`config.mk`:
```
export PLATFORM = sky130hd
export DESIGN_NAME = dmem_responder
export DESIGN_NICKNAME = d
export VERILOG_FILES = /design/src/rtl/dmem_pkg.sv /design/src/rtl/dmem_array.sv /design/src/rtl/dmem_responder.sv
export SDC_FILE = /design/constraint.sdc
export NUM_CORES = 2
export LEC_CHECK = 0
export BUFFER_PORTS_ARGS = -buffer_cell sky130_fd_sc_hd__buf_2
export CORE_MARGIN = 5
export CORE_UTILIZATION = 60
export CTS_CLUSTER_DIAMETER = 120
export DETAILED_ROUTE_END_ITERATION = 16
export PLACE_DENSITY = 0.75
export SLEW_MARGIN = 20
export SYNTH_ARGS = -nofsm -noshare
export SYNTH_HDL_FRONTEND = slang
export SYNTH_HIERARCHICAL = 1
export SYNTH_SLANG_ARGS = --single-unit
```
`constraint.sdc`:
```
create_clock -name clk_i -period 4.8 [get_ports clk_i]
set_input_delay 0.48 -clock clk_i [delete_from_list [all_inputs] [get_ports clk_i]]
set_output_delay 0.48 -clock clk_i [all_outputs]
set_load 0.02 [all_outputs]
```
`src/rtl/dmem_pkg.sv`:
```
// Shared types and helpers for the latency-programmable data-memory responder.
package dmem_pkg;

    localparam int unsigned DATA_W = 32;
    localparam int unsigned BE_W   = 4;

    typedef enum logic [1:0] {
        StIdle,
        StBusy,
        StResp
    } state_e;

    // Misaligned or beyond the last word of the array.
    function automatic logic addr_err(input logic [31:0] addr, input int unsigned depth);
        return (addr[1:0] != 2'b00) || ({2'b00, addr[31:2]} >= depth);
    endfunction

endpackage

```
`src/rtl/dmem_array.sv`:
```
// Word array with a byte-enabled write port and an asynchronous read port.
module dmem_array
    import dmem_pkg::*;
#(
    parameter int unsigned DEPTH = 64,
    localparam int unsigned AddrW = $clog2(DEPTH)
) (
    input  logic              clk_i,
    input  logic              we_i,
    input  logic [BE_W-1:0]   be_i,
    input  logic [AddrW-1:0]  addr_i,
    input  logic [DATA_W-1:0] wdata_i,
    output logic [DATA_W-1:0] rdata_o
);

    // Contents are intentionally not reset.
    logic [DATA_W-1:0] mem_q [DEPTH];

    always_ff @(posedge clk_i) begin
        if (we_i) begin
            for (int i = 0; i < BE_W; i++) begin
                if (be_i[i]) begin
                    mem_q[addr_i][8*i +: 8] <= wdata_i[8*i +: 8];
                end
            end
        end
    end

    assign rdata_o = mem_q[addr_i];

endmodule

```
`src/rtl/dmem_responder.sv`:
```
// Single-outstanding load/store responder with a fixed programmable response latency.
module dmem_responder
    import dmem_pkg::*;
#(
    parameter int unsigned DEPTH   = 64,
    parameter int unsigned LATENCY = 2
) (
    input  logic              clk_i,
    input  logic              rst_ni,
    input  logic              req_valid_i,
    output logic              req_ready_o,
    input  logic              req_we_i,
    input  logic [31:0]       req_addr_i,
    input  logic [DATA_W-1:0] req_wdata_i,
    input  logic [BE_W-1:0]   req_be_i,
    output logic              rsp_valid_o,
    input  logic              rsp_ready_i,
    output logic [DATA_W-1:0] rsp_rdata_o,
    output logic              rsp_err_o
);

    localparam int unsigned AddrW = $clog2(DEPTH);
    localparam int unsigned CntW  = (LATENCY > 2) ? $clog2(LATENCY - 1) : 1;

    state_e            state_q, state_d;
    logic [CntW-1:0]   cnt_q, cnt_d;
    logic              ready_en_q;
    logic              we_q;
    logic [31:0]       addr_q;
    logic [DATA_W-1:0] wdata_q;
    logic [BE_W-1:0]   be_q;
    logic [DATA_W-1:0] rdata_q, rdata_d;
    logic              err_q, err_d;

    logic              accept, commit, arr_we;
    logic              cur_we, cur_err;
    logic [31:0]       cur_addr;
    logic [DATA_W-1:0] cur_wdata, arr_rdata;
    logic [BE_W-1:0]   cur_be;

    // With LATENCY == 1 the commit happens on the accept edge, before the latch holds the request.
    always_comb begin
        cur_we    = (state_q == StIdle) ? req_we_i    : we_q;
        cur_addr  = (state_q == StIdle) ? req_addr_i  : addr_q;
        cur_wdata = (state_q == StIdle) ? req_wdata_i : wdata_q;
        cur_be    = (state_q == StIdle) ? req_be_i    : be_q;
        cur_err   = addr_err(cur_addr, DEPTH);
    end

    always_comb begin
        state_d = state_q;
        cnt_d   = cnt_q;
        commit  = 1'b0;
        accept  = (state_q == StIdle) && ready_en_q && req_valid_i;
        rdata_d = rdata_q;
        err_d   = err_q;

        unique case (state_q)
            StIdle: begin
                if (accept) begin
                    if (LATENCY == 1) begin
                        state_d = StResp;
                        commit  = 1'b1;
                    end else begin
                        state_d = StBusy;
                        cnt_d   = CntW'(LATENCY - 2);
                    end
                end
            end
            StBusy: begin
                if (cnt_q == '0) begin
                    state_d = StResp;
                    commit  = 1'b1;
                end else begin
                    cnt_d = cnt_q - 1'b1;
                end
            end
            StResp: begin
                if (rsp_ready_i) begin
                    state_d = StIdle;
                end
            end
            default: state_d = StIdle;
        endcase

        arr_we = commit && cur_we && !cur_err;
        if (commit) begin
            err_d   = cur_err;
            rdata_d = (!cur_we && !cur_err) ? arr_rdata : '0;
        end
    end

    always_ff @(posedge clk_i or negedge rst_ni) begin
        if (!rst_ni) begin
            state_q    <= StIdle;
            cnt_q      <= '0;
            ready_en_q <= 1'b0;
            we_q       <= 1'b0;
            addr_q     <= '0;
            wdata_q    <= '0;
            be_q       <= '0;
            rdata_q    <= '0;
            err_q      <= 1'b0;
        end else begin
            state_q    <= state_d;
            cnt_q      <= cnt_d;
            ready_en_q <= 1'b1;
            rdata_q    <= rdata_d;
            err_q      <= err_d;
            if (accept) begin
                we_q    <= req_we_i;
                addr_q  <= req_addr_i;
                wdata_q <= req_wdata_i;
                be_q    <= req_be_i;
            end
        end
    end

    dmem_array #(
        .DEPTH (DEPTH)
    ) u_array (
        .clk_i   (clk_i),
        .we_i    (arr_we),
        .be_i    (cur_be),
        .addr_i  (cur_addr[AddrW+1:2]),
        .wdata_i (cur_wdata),
        .rdata_o (arr_rdata)
    );

    // ready_en_q keeps req_ready low during reset without a path from rst_ni to the output.
    assign req_ready_o = (state_q == StIdle) && ready_en_q;
    assign rsp_valid_o = (state_q == StResp);
    assign rsp_rdata_o = rdata_q;
    assign rsp_err_o   = err_q;

endmodule
```
==> results.cfg <==
[global_route]
grt_overflow = 0
grt_pass1_wl_um = 364000
antenna_found_initial = 15
grt_max_degree = 84
grt_pass1_vias = 50553
grt_usage_pct = 34.6

[pwr]
p_per_area_mw_per_mm2 = 495
peakVddDrop_mv = 0.507
p_leak_uw = 0.0299

[run]
cap_violations = 0

[sta]
hold_violations = 0
finalSetupTns_ns = 0
worst_pin_slew_ns = 1.21
report.final.slew_viol_count = 0
relSlewSlack_pct = 18.8
period_minus_slack_ns = 4.71
final.period_utilization_pct = 98.2
fmax_mhz = 212
rsz0062_at_grt = no
final.setup_skew_ns = 0.0415
setup_violations = 0

[yosys]
yosysWarnings = 6
yosys-top-cells-area = edfxtp_1, a221oi_1, dfrtp_1
synth-seq-cells = 2153
postSynthCellCount = 4986
synthFlopType = edfxtp_1
synthArstFlopShare_pct = 4.88
yosysMostFrequentCell = edfxtp_1
synth_top_area_share_pct = 74.0
synth_largest_area_cell = edfxtp_1
syn_area_per_cell_um2 = 16.7
postSynthNetCount = 5059
synth_edf_count = 2048
synth_area_mm2 = 0.0831
synthTopCellsByCount = edfxtp_1, nor2_1, a221oi_1
synth-seq-area-share_pct = 77.2
synth_cell_types = 56

[finish]
final_area_mm2 = 0.0936
fillers = 8626
drive_gt1_share_pct = 16.6
area_growth_syn_to_layout_pct = 12.6
final_core_util_pct = 68.1
layout.nets = 5279

[critical_path]
timing.rr.start = state_q[1]$_DFFE_PN0P_
rr_endpoint = u_array/mem_q[17][1]$_DFFE_PP_
cp-endpoint = u_array/mem_q[17][1]$_DFFE_PP_
reg2regPathDepth = 7
cp-end-kind = flip-flop
startpoint_type = flip-flop
cp-startpoint = state_q[1]$_DFFE_PN0P_
crit_type = reg2reg
rrSetupSlack_ns = 0.09
critPathMaxFanout = 44
critPathRequiredTime_ns = 5.24
critical_path_arrival_ns = 5.15

[clocking]
cts_buffers = 202
cts_tree = done
cts.clk_slew.worst_paths_ns = 0.06
cts.sinks = 2153
ctsRootBufferMaster = clkbuf_16
worstSkewPairLatency_ns = 0.84
cts_setup_buffers = 0
cts_resized = 0
clock_path_buffers = 3
htreeDepth = 4
ctsHoldBuffers = 57

[floorplan]
num_rows = 136
start_util_pct = 60.4
num_io_pins = 108
die_h_um = 382
die_x_um = 382
dieArea_mm2 = 0.146
coreArea_mm2 = 0.137

[routing]
via_per_inst = 7.38
drt_iter0_drc = 8616
drtPass1Iterations = 7
ant_nets = 0
vias = 53012
route.detailed.drc = 0
routed_wirelength_um = 255000
wl_per_cell_um = 35.6

[placed_design]
hpwl_um = 157000
place.gp.congestion = 0.947
dpl_cell_area_mm2 = 0.0865
port_buffers = 107

[hold_path]
worstHoldPathType = in2reg

[run_status]
status = completed
worst min-delay path by stage:
stage	cells after the start	to	slack, ns	from
after floorplan	0	addr_q[0]$_DFFE_PN0P_	0.18	rst_ni
after global placement	2	rsp_rdata_o[17]$_DFFE_PN0N_	0.46	rsp_rdata_o[17]$_DFFE_PN0N_
after detailed placement	1	wdata_q[31]$_DFFE_PN0P_	0.48	wdata_q[31]$_DFFE_PN0P_
after CTS	2	wdata_q[21]$_DFFE_PN0P_	0.005	req_wdata_i[21]
after global routing	2	wdata_q[21]$_DFFE_PN0P_	0.004	req_wdata_i[21]
final	2	wdata_q[23]$_DFFE_PN0P_	0.03	req_wdata_i[23]
per-stage QoR:
stage                     hold slack (ns)  setup WS, ns  std cells  total power (uW)
after detailed placement            0.475         0.487       6738             30800
after global placement              0.463         0.488       6738             30600
after global routing              0.00375         0.202       7172             47400
after floorplan                     0.184          1.49       4986             26900
final                              0.0302        0.0862       7185             46300
after CTS                         0.00533         0.439       7171             46000
state kept, by name, summed over array words and instances (netlist names):
| signal | cells |
|---|---|
| u_array/mem_q | 2048 |
| wdata_q | 32 |
| state_q | 2 |
| rsp_err_o | 1 |
| rsp_rdata_o | 32 |
| ready_en_q | 1 |
| be_q | 4 |
| addr_q | 32 |
| we_q | 1 |
cell type report:
cell class	instances	area, um^2	share of cell area [%]
Sequential cell	2153	64100	68.5
Clock buffer	276	5620	6.01
Tap cell	1794	2240	2.40
Timing Repair Buffer	414	3450	3.69
Inverter	6	35.0	0.0374
Clock inverter	100	798	0.853
Antenna cell	13	32.5	0.0348
Multi-Input combinational cell	2429	17300	18.4
per-layer routing:
layer | share of wire [%] | global-route usage, %
met5 | 0.083 | 0
met4 | 7.1 | 19.2
met3 | 16 | 12.2
met2 | 44 | 50.3
met1 | 33 | 46.1
logic make-up (layout without fill, tap and decap cells):
kind of cell / count (synthesis) / count (layout) / synth area share, %
compound gates: 1255 / 1255 / 11.3
buf+inv: 404 / 796 / 2.28
flops: 2153 / 2153 / 77.2
mux: 321 / 321 / 4.78
other cells: 1 / 14 / 0.00451
simple gates: 852 / 852 / 4.43
cell usage in the layout (no fill, tap or decap), types with 10 or more instances in the layout:
master            n
edfxtp_1       2048
nor2_1          506
a221oi_1        493
a22oi_1         291
buf_4           213
clkbuf_16       208
mux2_2          171
o22ai_1         135
nand2_1         112
o21ai_0         111
buf_2           106
dfrtp_1         105
mux2i_1          92
a21oi_1          63
nand3_1          61
nor3_1           58
dlygate4sd3_1    58
clkbuf_1         52
o21ai_1          50
mux4_2           42
clkinv_2         40
clkinv_1         39
buf_12           37
o221ai_1         20
nand4_1          19
o32ai_1          17
clkbuf_8         16
o22a_1           15
nor4_1           14
diode_2          13
a211o_1          13
bufinv_16        11
mux2_1           10
or4_1            10
critical path, cell delays in order (launching register included):
cell	delay, ns
dfrtp_1	0.44
nor2_4	0.35
mux2_8	0.61
inv_6	0.38
nand2_1	0.13
nor2_1	0.82
nand2_1	0.58
nor2_1	0.92
power breakdown:
part / internal, uW / leakage, uW / switching (uW) / total (uW)
Combinational: 2490 / 0.00698 / 6560 / 9050
Clock: 8760 / 0.00316 / 6720 / 15500
Sequential: 21700 / 0.0197 / 93.5 / 21800
Note: power is estimated with default switching activity, not from simulation.
